## config.mk

```make
export PLATFORM = sky130hd
export DESIGN_NAME = program_loader
export DESIGN_NICKNAME = d
export VERILOG_FILES = /design/src/rtl/program_loader.sv
export SDC_FILE = /design/constraint.sdc
export NUM_CORES = 1
export LEC_CHECK = 0
export ABC_AREA = 1
export BUFFER_PORTS_ARGS = -buffer_cell sky130_fd_sc_hd__buf_2
export CORE_MARGIN = 2
export CORE_UTILIZATION = 40
export CTS_CLUSTER_SIZE = 24
export DETAILED_ROUTE_END_ITERATION = 8
export HOLD_SLACK_MARGIN = 0.06
export PLACE_DENSITY = 0.69
export SLEW_MARGIN = 25
export SYNTH_ARGS = -nofsm -noshare
export SYNTH_HDL_FRONTEND = slang
export SYNTH_SLANG_ARGS = --single-unit
```

## constraint.sdc

```tcl
create_clock -name clk -period 2 [get_ports clk]
set_input_delay 0.1 -clock clk [delete_from_list [all_inputs] [get_ports clk]]
set_output_delay 0.1 -clock clk [all_outputs]
set_load 0.03 [all_outputs]
```

## src/rtl/program_loader.sv

```systemverilog
// program_loader: encodes decoded RV32I instruction fields into machine words
// and writes them to consecutive program-memory addresses starting at 0.
module program_loader #(
  parameter int INSTRUCTION_WIDTH     = 32,
  parameter int PROGRAM_ADDRESS_WIDTH = 6
) (
  input  logic                             clk,
  input  logic                             reset,
  input  logic                             start,
  input  logic                             finish,
  input  logic                             in_valid,
  output logic                             in_ready,
  input  logic [2:0]                       in_fmt,
  input  logic [6:0]                       in_opcode,
  input  logic [4:0]                       in_rd,
  input  logic [4:0]                       in_rs1,
  input  logic [4:0]                       in_rs2,
  input  logic [2:0]                       in_funct3,
  input  logic [6:0]                       in_funct7,
  input  logic [31:0]                      in_imm,
  output logic                             mem_we,
  output logic [PROGRAM_ADDRESS_WIDTH-1:0] mem_addr,
  output logic [INSTRUCTION_WIDTH-1:0]     mem_wdata,
  output logic [PROGRAM_ADDRESS_WIDTH:0]   count,
  output logic                             full,
  output logic                             done,
  output logic                             err_fmt,
  output logic                             err_align
);

  localparam int AW = PROGRAM_ADDRESS_WIDTH;
  // count value when every memory slot holds a word, and the one just before
  localparam logic [AW:0] CNT_FULL = {1'b1, {AW{1'b0}}};
  localparam logic [AW:0] CNT_LAST = {1'b0, {AW{1'b1}}};

  localparam logic [2:0] R_TYPE   = 3'd0;
  localparam logic [2:0] I_TYPE   = 3'd1;
  localparam logic [2:0] S_TYPE   = 3'd2;
  localparam logic [2:0] B_TYPE   = 3'd3;
  localparam logic [2:0] U_TYPE   = 3'd4;
  localparam logic [2:0] J_TYPE   = 3'd5;
  localparam logic [2:0] SYS_TYPE = 3'd6;
  localparam logic [2:0] BAD_TYPE = 3'd7;

  typedef enum logic [1:0] {S_IDLE, S_LOAD, S_FULL} state_t;

  // registered write stage: one entry, sits between accept and memory
  typedef struct packed {
    logic                         we;
    logic [AW-1:0]                addr;
    logic [INSTRUCTION_WIDTH-1:0] data;
  } wr_t;

  state_t                 state, state_nxt;
  wr_t                    wr_q;
  logic [AW:0]            cnt;
  logic [AW-1:0]          wptr;
  logic [31:0]            word;
  logic                   accept, bad_fmt, bad_align, commit;

  assign full     = (cnt == CNT_FULL);
  assign count    = cnt;
  // start beats finish, and both beat a new accept
  assign in_ready = (state == S_LOAD) && !full && !start && !finish;
  assign accept   = in_valid && in_ready;

  // malformed requests complete the handshake but never reach memory
  assign bad_fmt   = (in_fmt == BAD_TYPE);
  assign bad_align = ((in_fmt == B_TYPE) || (in_fmt == J_TYPE)) && in_imm[0];
  assign commit    = accept && !bad_fmt && !bad_align;

  assign mem_we    = wr_q.we;
  assign mem_addr  = wr_q.addr;
  assign mem_wdata = wr_q.data;

  // field packing for each instruction layout
  always_comb begin
    word = '0;
    case (in_fmt)
      R_TYPE:           word = {in_funct7, in_rs2, in_rs1, in_funct3, in_rd, in_opcode};
      I_TYPE, SYS_TYPE: word = {in_imm[11:0], in_rs1, in_funct3, in_rd, in_opcode};
      S_TYPE:           word = {in_imm[11:5], in_rs2, in_rs1, in_funct3, in_imm[4:0], in_opcode};
      B_TYPE:           word = {in_imm[12], in_imm[10:5], in_rs2, in_rs1, in_funct3,
                                in_imm[4:1], in_imm[11], in_opcode};
      U_TYPE:           word = {in_imm[31:12], in_rd, in_opcode};
      J_TYPE:           word = {in_imm[20], in_imm[10:1], in_imm[11], in_imm[19:12],
                                in_rd, in_opcode};
      default:          word = '0;
    endcase
  end

  // session control: start always restarts a load, finish closes it
  always_comb begin
    state_nxt = state;
    case (state)
      S_IDLE: if (start) state_nxt = S_LOAD;
      S_LOAD: begin
        if (start)                             state_nxt = S_LOAD;
        else if (finish)                       state_nxt = S_IDLE;
        else if (commit && (cnt == CNT_LAST))  state_nxt = S_FULL;
      end
      S_FULL: begin
        if (start)       state_nxt = S_LOAD;
        else if (finish) state_nxt = S_IDLE;
      end
      default: state_nxt = S_IDLE;
    endcase
  end

  // state register and end-of-session pulse
  always_ff @(posedge clk) begin
    if (reset) begin
      state <= S_IDLE;
      done  <= 1'b0;
    end else begin
      state <= state_nxt;
      done  <= finish && !start && (state != S_IDLE);
    end
  end

  // write stage: an accepted word is presented to memory the following cycle
  always_ff @(posedge clk) begin
    if (reset) begin
      wr_q <= '0;
    end else begin
      wr_q.we <= commit;
      if (commit) begin
        wr_q.addr <= wptr;
        wr_q.data <= word;
      end
    end
  end

  // pointer, word count and sticky error flags
  always_ff @(posedge clk) begin
    if (reset) begin
      cnt       <= '0;
      wptr      <= '0;
      err_fmt   <= 1'b0;
      err_align <= 1'b0;
    end else if (start) begin
      cnt       <= '0;
      wptr      <= '0;
      err_fmt   <= 1'b0;
      err_align <= 1'b0;
    end else begin
      if (commit) begin
        cnt  <= cnt + 1'b1;
        wptr <= wptr + 1'b1;
      end
      if (accept && bad_fmt)   err_fmt   <= 1'b1;
      if (accept && bad_align) err_align <= 1'b1;
    end
  end

endmodule

```

======== Yosys cells after proc, flatten, opt, wreduce, memory -nomap -nowiden ========
Index checks and enable logic that the tools add are counted.
storage, ports and cells
  bits in registers ....................... 57
  input port bits ......................... 72
  output and inout port bits .............. 51
  word-level logic and storage cells ...... 57
operators by class
  add/subtract/negate cells ............... 2
  eq/ne operators ......................... 14
  muxes and demuxes ....................... 8
  reductions and logical operators ........ 24
operators by type and width
  operator               count
  $pmux W32 S6           1
  $eq A3 B3 Y1 const B   4
  $logic_and A1 B1 Y1    12
  $mux W2                6
  $add A7 B1 Y7 const B  1
  $eq A7 B6 Y1 const B   1
  $eq A7 B7 Y1 const B   1
  $add A6 B1 Y6 const B  1
  $eq A3 B2 Y1 const B   2
  $pmux W2 S3            1
  $logic_not A1 Y1       5
  $ne A4 B3 Y1 const B   1
  $reduce_or A2 Y1       2
  $eq A3 B1 Y1 const B   1
  $logic_not A3 Y1       1
  $ne A3 B3 Y1 const B   1
  $reduce_and A3 Y1      1
  $eq A2 B1 Y1 const B   1
  $eq A2 B2 Y1 const B   1
  $logic_not A2 Y1       1
  $ne A2 B2 Y1 const B   1
  $reduce_bool A2 Y1     1
  $logic_or A1 B1 Y1     1

======== Longest topological paths before layout ========
Gate-level depths: netlist (run 1).
  depth after elaboration ................. 13
  depth in mapped cells ................... 11
  mapped depth without buffers ............ 10

======== Least setup slack after synthesis (run 1) ========
No wires, ideal clock.
  kind .................................... flip-flop to flip-flop
  start point ............................. register cnt[0], in the netlist count[0]
  end point ............................... register wr_q, in the netlist mem_wdata[10]
  library setup time ...................... 116 ps
  data arrival time ....................... 1,716 ps
  data required time ...................... 1,884 ps
  path slack .............................. 168 ps
  cell stages (with the launch flop) ...... 12
  buffers on the path ..................... 1
  period minus slack after synthesis ...... 1,832 ps
  cells stage by stage .................... dfxtp_1 > inv_1 > ha_1 > nand2_1 > inv_1 > nand3_2 > nand3_2 > nor2_8 > inv_4 > buf_6 > nor2_1 > nor2_1
on the way
  longest elaborated chain between the ends .. 8
RTL lines
  item                              line  RTL
  start, declared                   56    logic [AW:0] cnt;
  start signal, assigned            148   cnt <= cnt + 1'b1;
  $eq A7 B7 Y1                      61    assign full = (cnt == CNT_FULL);
  $logic_not A1 Y1                  64    assign in_ready = (state == S_LOAD) && !full && !start && !finish;
  $logic_and A1 B1 Y1 (3 in a row)  64
  $logic_and A1 B1 Y1               65    assign accept = in_valid && in_ready;
  $logic_and A1 B1 Y1 (2 in a row)  70    assign commit = accept && !bad_fmt && !bad_align;
  end, declared                     55    wr_t wr_q;
No other way between the ends.
A chain may end at the register's enable or synchronous reset.

======== Worst setup path in the final report (run 1) ========
  start point ............................. register cnt[0], in the netlist count[0]
  end point ............................... register wr_q, in the netlist mem_wdata[26]
The elaborated chain is that of the path after synthesis.

==> run metrics, run 1 <==
status complete, no violations; largest net degree at the start of global routing 43; total track usage between 20% and 30%; largest family of logic cells by synthesized area simple AND/OR/NAND/NOR gates; Post-Synth Adder-Cell Area between 1 and 1.5%; RSZ-0062 raised after global routing false; Critical Path RT 2.23 ns; # rows 30; input/output buffers about 120; Synthesis Warnings 0; die area 7683 um^2; clk_skew between 0.01 and 0.015 ns; LEAKAGE around 0.0019 uW; CP Max Fanout 17; Hold Path Depth 5; post-synthesis mux area share 0%; Final #Nets around 610; Pre-antenna DRT Iters 5; Synth Register Bits 57; final setup fails 0; Post-Synth Simple-Gate Area 34.42%; startpoint types flip-flop; Synth Area in Compound Gates between 10% and 20%; Post-Synth XOR/XNOR Area around 1.9%; final hold vios 0; fin crit period about 1.8 ns; vias in the first global route ~2.9k; Fmax achieved ~560 MHz; CP Capture Type flip-flop; Root Driver clkbuf_8; post-synthesis cell area 2799 um^2; area leader, netlist dfxtp_1; vias per std cell around 4.8; max-cap violation count 0; arrival time worst endpoint about 2.0 ns; number of remaining DRC errors 0; TritonCTS Buffers 9; Seq/Total Area, Yosys roughly two fifths; die span in y 87.65 um; Max-slew headroom about half; IO Pins ~120; post-synthesis cell count 407; htree depth 3; pwr dens 695.5 nW/um^2; r2r setup slk 0.20 ns; WL per Instance about 12 um; share of layout cells above drive strength 1 29.70%; Slew Limit Fails 0; CTS Buffer Depth 2; Starting Density 41.20%; worst min-delay path category input port to flip-flop; initial antenna violation count 0; antenna cells 0; setup_tns 0 ns; Total Wirelength 7.807 mm; detailed placement HPWL 5.628 mm; Reg2Reg Depth 11; dpl cell area roughly 3400 um^2; Initial DRC Count 150; Worst Hold Path EP mem_wdata[30]; R2R Path Start count[0]; first-pass GRT wire length ~13 mm; via count around 3.1k; Reg-to-Reg End mem_wdata[26]; clk sink count 57; Skew-Pair Late Insertion Delay between 0.3 and 0.4 ns; core region area about 6800 um^2; post-cts resize count 0; Yosys top cell area share between 40 and 50%; die width 87.65 um; Avg Inst Size Synth a little under 7 um^2; Synth area leaders dfxtp_1, nand2_1, nor2_1; final instance area around 3700 um^2; Mapped Nets a little under 500; WS Path Type flip-flop to flip-flop; clock transition at the registers of the reported paths approximately 0.06 ns; DRT antenna net count 0; Final Wtd Congestion around 0.83; slew of the pin with the lowest slew margin roughly 0.75 ns; hold_sp in_funct7[5]; total grt overflow 0; area grow syn2layout 33.62%; period utilization 89.91%; VDD IR max ~0.40 mV; CTS tree done; Synth cell types 30
[worst max path at each step]
stage          depth (start not counted)            end  startpoint
6_report                              11  mem_wdata[26]    count[0]
5_1_grt                               11  mem_wdata[26]    count[0]
4_1_cts                               11  mem_wdata[26]    count[0]
3_5_place_dp                          11  mem_wdata[26]    count[0]
3_3_place_gp                          11  mem_wdata[26]    count[0]
2_1_floorplan                         11  mem_wdata[10]    count[0]
[worst max-delay path: stages (launching register included)]
cell     delay (ns)
dfxtp_1        0.37
inv_1          0.11
ha_1           0.21
nand2_1        0.07
inv_1          0.04
nand3_2        0.07
nand3_2        0.14
nor2_8         0.19
buf_4          0.24
nand3_1        0.10
nor2_1         0.11
nor2_1         0.04
[per-stage QoR]
| stage | instances | utilization [%] | hold slack [ns] | power, uW | worst slack [ns] |
|---|---|---|---|---|---|
| finish | 638 | 55.05 | 0.07908 | 2601 | 0.2019 |
| global route | 638 | 55.05 | 0.09583 | 2707 | 0.03849 |
| CTS | 638 | 55.05 | 0.07155 | 2624 | 0.2151 |
| detailed placement | 614 | 50.70 | 0.3313 | 1472 | 0.2496 |
| global placement | 614 | 50.70 | 0.3233 | 1469 | 0.3190 |
| floorplan | 407 | - | 0.2314 | 1349 | 0.1679 |
[sequential cells by signal, indices dropped and copies added (netlist names)]
signal / cells
count: 7
done: 1
err_align: 1
err_fmt: 1
mem_addr: 6
mem_wdata: 32
mem_we: 1
state: 2
wptr: 6
[timing repair]
action / 4_1_cts / 5_1_grt
setup buffers: 0 / 0
hold buffers: 8 / 0
endpoints found under the hold margin: 8 / 0
[layout make-up]
type                       count  area (um^2)
sequential                    57         1141
inverter                      24        92.59
clock inverter                 4        50.05
fill                         673         3054
clock buffer                  12        165.2
multi-input combinational    309         1423
timing repair buffer         136        748.2
tap                           96        120.1
[power by group]
group	switching, uW	total [uW]	internal (uW)
clock network	466	1140	675
logic	180	301	121
registers	7.84	1160	1150
total	654	2600	1950
[cell families (layout without fill, tap and decap cells)]
logic type               count (synthesis)  count (layout)
AO/OA/AOI/OAI                           67              67
buffers and inverters                   41             176
XOR/XNOR                                 6               6
flip-flops                              57              57
adder cells (fa/ha/maj)                  3               3
AND/OR/NAND/NOR                        233             233
[layer usage]
layer  up-vias  GRT usage [%]  share of wire, %
met5         -              0                 0
met4         0          7.133               1.4
met3        12          6.598               8.3
met2       123          34.71                46
met1      1387          26.62                45
li1       1561              -                 -
[synth_stat cells]
cell type  count
nand2_1      103
nor2_1        91
dfxtp_1       57
o21ai_0       32
nand3_1       26
a21oi_1       18
inv_1         18
buf_6         10
o21ai_1        7
a22o_1         4
inv_2          4
xor2_1         4
buf_2          3
clkbuf_1       3
ha_1           3
nand2_2        3
nand3_2        3
a21oi_2        2
nor2_2         2
nor3_1         2
o21a_1         2
xnor2_1        2
a211oi_1       1
buf_1          1
clkinv_1       1
inv_4          1
nand3b_1       1
nand4_1        1
nor2_8         1
o21ai_2        1
[cell usage in the layout, fill, tap and decap left out, types with 2 or more instances in the layout]
master / count
inv_2: 4
nand2_2: 3
buf_2: 122
dlygate4sd3_1: 8
buf_4: 5
nor2_2: 2
o21ai_0: 32
nand3_2: 3
o21ai_1: 7
clkbuf_8: 12
a21oi_1: 18
xnor2_1: 2
a22o_1: 4
nor3_1: 2
ha_1: 3
nand2_1: 103
clkinvlp_4: 2
dfxtp_1: 57
nand3_1: 26
a21oi_2: 2
nor2_1: 91
inv_1: 18
o21a_1: 2
xor2_1: 4
(Power assumes the default switching activity.)
==> inputs of run 2 (changes only) <==
- ABC_AREA: 1 -> unset
==> run metrics, run 2 <==
Reg area 1145 um^2 (+0.33%); area of the multi-input gates 1539 um^2 (+8.2%); antenna cells 0 (unchanged); Reg-to-Reg End state[1]; Mapped Nets 409 (-15%); Fmax achieved 508.7 MHz (-8.5%); stages on the worst setup path 5 (-6); setup_tns 0 ns (unchanged); clk_skew 0.007700 ns (-0.002336 ns); DRT antenna net count 0 (unchanged); fill cell count 619 (-8.0%); Setup crit end state[1]; WS Path Type flip-flop to flip-flop; clock transition at the registers of the reported paths 0.06 ns (about the same); vias per std cell 5.652 (+17%); smallest setup slack after layout 0.03413 ns (-0.1677 ns); Async SR Flop Fraction 0% (unchanged); CTS tree done; TritonCTS Buffers 9 (unchanged); worst min-delay path category input port to flip-flop; core region area 6756 um^2 (-0.55%); detailed placement HPWL 5.891 mm (+4.7%); R2R Path Start state[1]; Avg Inst Size Synth 8.339 um^2 (+21%); Slew Limit Fails 0 (unchanged); Starting Density 41.22% (about the same); htree depth 3 (unchanged); die width 87.45 um (-0.23%); area grow syn2layout 43.94%; max-cap violation count 0 (unchanged); start point of the critical path state[1]; Synth cell types 41 (+37%); Top delay family on crit path simple AND/OR/NAND/NOR gates; total grt overflow 0 (unchanged); Skew-Pair Late Insertion Delay 0.33 ns (about the same); hold_sp in_imm[0]; Final Non-Filler Cells 563 (-12%); Post-synth top cells dfxtp_1, a21oi_1, o21ai_0; r2r setup slk 0.03 ns (-0.17 ns); initial antenna violation count 0 (unchanged); placed cell count 530 (-14%); ys flop type dfxtp_1; Seq/Total Area, Yosys 40.97% (+0.20 points); CP Capture Type flip-flop; arrival time worst endpoint 2.21 ns (+0.19 ns); Critical Path RT 2.24 ns (about the same); fin crit period 1.966 ns (+0.1677 ns); Crit path largest cell delay 0.49 ns (+0.12 ns); Post-synth EDFFs 0 (unchanged); largest net degree at the start of global routing 38 (-12%); most common cell in the synthesized netlist dfxtp_1; Pre-antenna DRT Iters 4 (-1); vias in the first global route 2991 (+2.8%); LEAKAGE 0.001735 uW (-9.5%); commonest non-fill, non-tap cells in the layout buf_2, dfxtp_1, a21oi_1, o21ai_0, buf_4; period utilization 98.29% (+8.4 points); startpoint types flip-flop; Synth Register Bits 57 (unchanged); commonest non-fill, non-tap cell in the layout buf_2; Synthesis Warnings 0 (unchanged); Total Wirelength 8.571 mm (+9.8%); input/output buffers 122 (unchanged); RSZ-0062 raised after global routing true; final hold vios 0 (unchanged); Synth area leaders dfxtp_1, a21oi_1, o21ai_0; VDD IR max 0.2800 mV (-30%); CTS Buffer Depth 2 (unchanged); final setup fails 0 (unchanged); via count 3182 (+3.2%); number of remaining DRC errors 0 (unchanged); Max-slew headroom 55.95% (+5.9 points); share of layout cells above drive strength 1 38.92% (+9.2 points); clk sink count 57 (unchanged); dpl cell area 3593 um^2 (+4.3%); Yosys top cell area share 40.97% (+0.20 points); die area 7647 um^2 (-0.47%); final instance area 4009 um^2 (+7.2%); area leader, netlist dfxtp_1; post-synthesis cell area 2785 um^2 (-0.49%); crit-path cells or4b_4 -> buf_6 -> a2111o_1 -> or3_4 -> a211oi_2; crit path max-delay cell type or4b_4; Reg2Reg Depth 5 (-6); Final #Nets 553 (-9.6%); CP Max Fanout 3 (-14); pwr dens 645.7 nW/um^2 (-7.2%); total track usage 22.75% (+1.5 points); # rows 30 (unchanged); post-synthesis cell count 334 (-18%); max FFs per register 32 (unchanged); Root Driver clkbuf_8; IO Pins 123 (unchanged); die span in y 87.45 um (-0.23%); first-pass GRT wire length 13.90 mm (+7.8%); Final Wtd Congestion 0.8377 (+0.49%); slew of the pin with the lowest slew margin 0.6607 ns (-0.08810 ns); Initial DRC Count 166 (+11%); Buf+Inv Stages, Crit Path 1 (-2); status complete, no violations; WL per Instance 15.22 um (+24%); Setup WS pre-CTS -0.08288 ns (-0.3325 ns)
[run 2: how the worst min path moves through the flow]
stage | end | slack (ns) | cells after the start
final | err_align | 0.12 | 3
after detailed placement | state[1] | 0.33 | 2
after floorplan | state[1] | 0.18 | 1
after global placement | state[1] | 0.32 | 2
after global routing | err_align | 0.14 | 3
after CTS | err_align | 0.12 | 3
[run 2: power by group]
group          internal, uW  leakage [uW]  switching, uW
Sequential             1150      0.000461           6.48
Combinational           157       0.00118            209
Clock                   605     0.0000953            462
Total                  1910       0.00173            678
[run 2: final cells by class]
cell class,count,area share [%]
Clock buffer,11,3.527
Clock inverter,5,1.373
Inverter,8,0.7491
Multi-Input combinational cell,239,38.39
Sequential cell,57,28.56
Tap cell,80,2.497
Timing Repair Buffer,163,24.91
[run 2: kinds of logic after synthesis]
kind of cell | Yosys count | share of synthesized area, %
compound gates | 157 | 36.07
fa+ha+maj | 4 | 1.707
buf+inv | 38 | 5.615
flops | 57 | 40.97
mux | 7 | 2.561
simple gates | 71 | 13.07
[run 2: metrics by stage]
| stage | power [uW] | hold slack, ns | utilization [%] |
|---|---|---|---|
| 3_3_place_gp | 1517 | 0.3162 | 53.19 |
| 4_1_cts | 2593 | 0.1211 | 58.11 |
| 2_1_floorplan | 1367 | 0.1785 | - |
| 6_report | 2589 | 0.1246 | 59.33 |
| 5_1_grt | 2689 | 0.1440 | 59.33 |
| 3_5_place_dp | 1520 | 0.3268 | 53.19 |
[run 2: metal layers]
metal,part of all wire [%],wire (um),GRT usage (%),up-vias
met5,0,0,0,-
met4,1.5,130,6.713,0
met3,6.5,556,5.213,10
met2,46,3933,35.40,106
met1,46,3951,31.39,1498
li1,-,-,-,1568
[run 2: worst register-to-register path: stages, from the launching register on]
cell,delay (ns)
dfxtp_2,0.32
or4b_4,0.49
buf_6,0.14
a2111o_1,0.30
or3_4,0.40
a211oi_2,0.22
[run 2: timing repair]
item / 4_1_cts / 5_1_grt
setup endpoints to repair: 31 / 44
buffers inserted: 2 / 4
cloned: 0 / 2
gates resized for setup: 9 / 9
hold endpoints to repair: 10 / 0
pin swaps: 6 / 7
hold buffers: 9 / 0
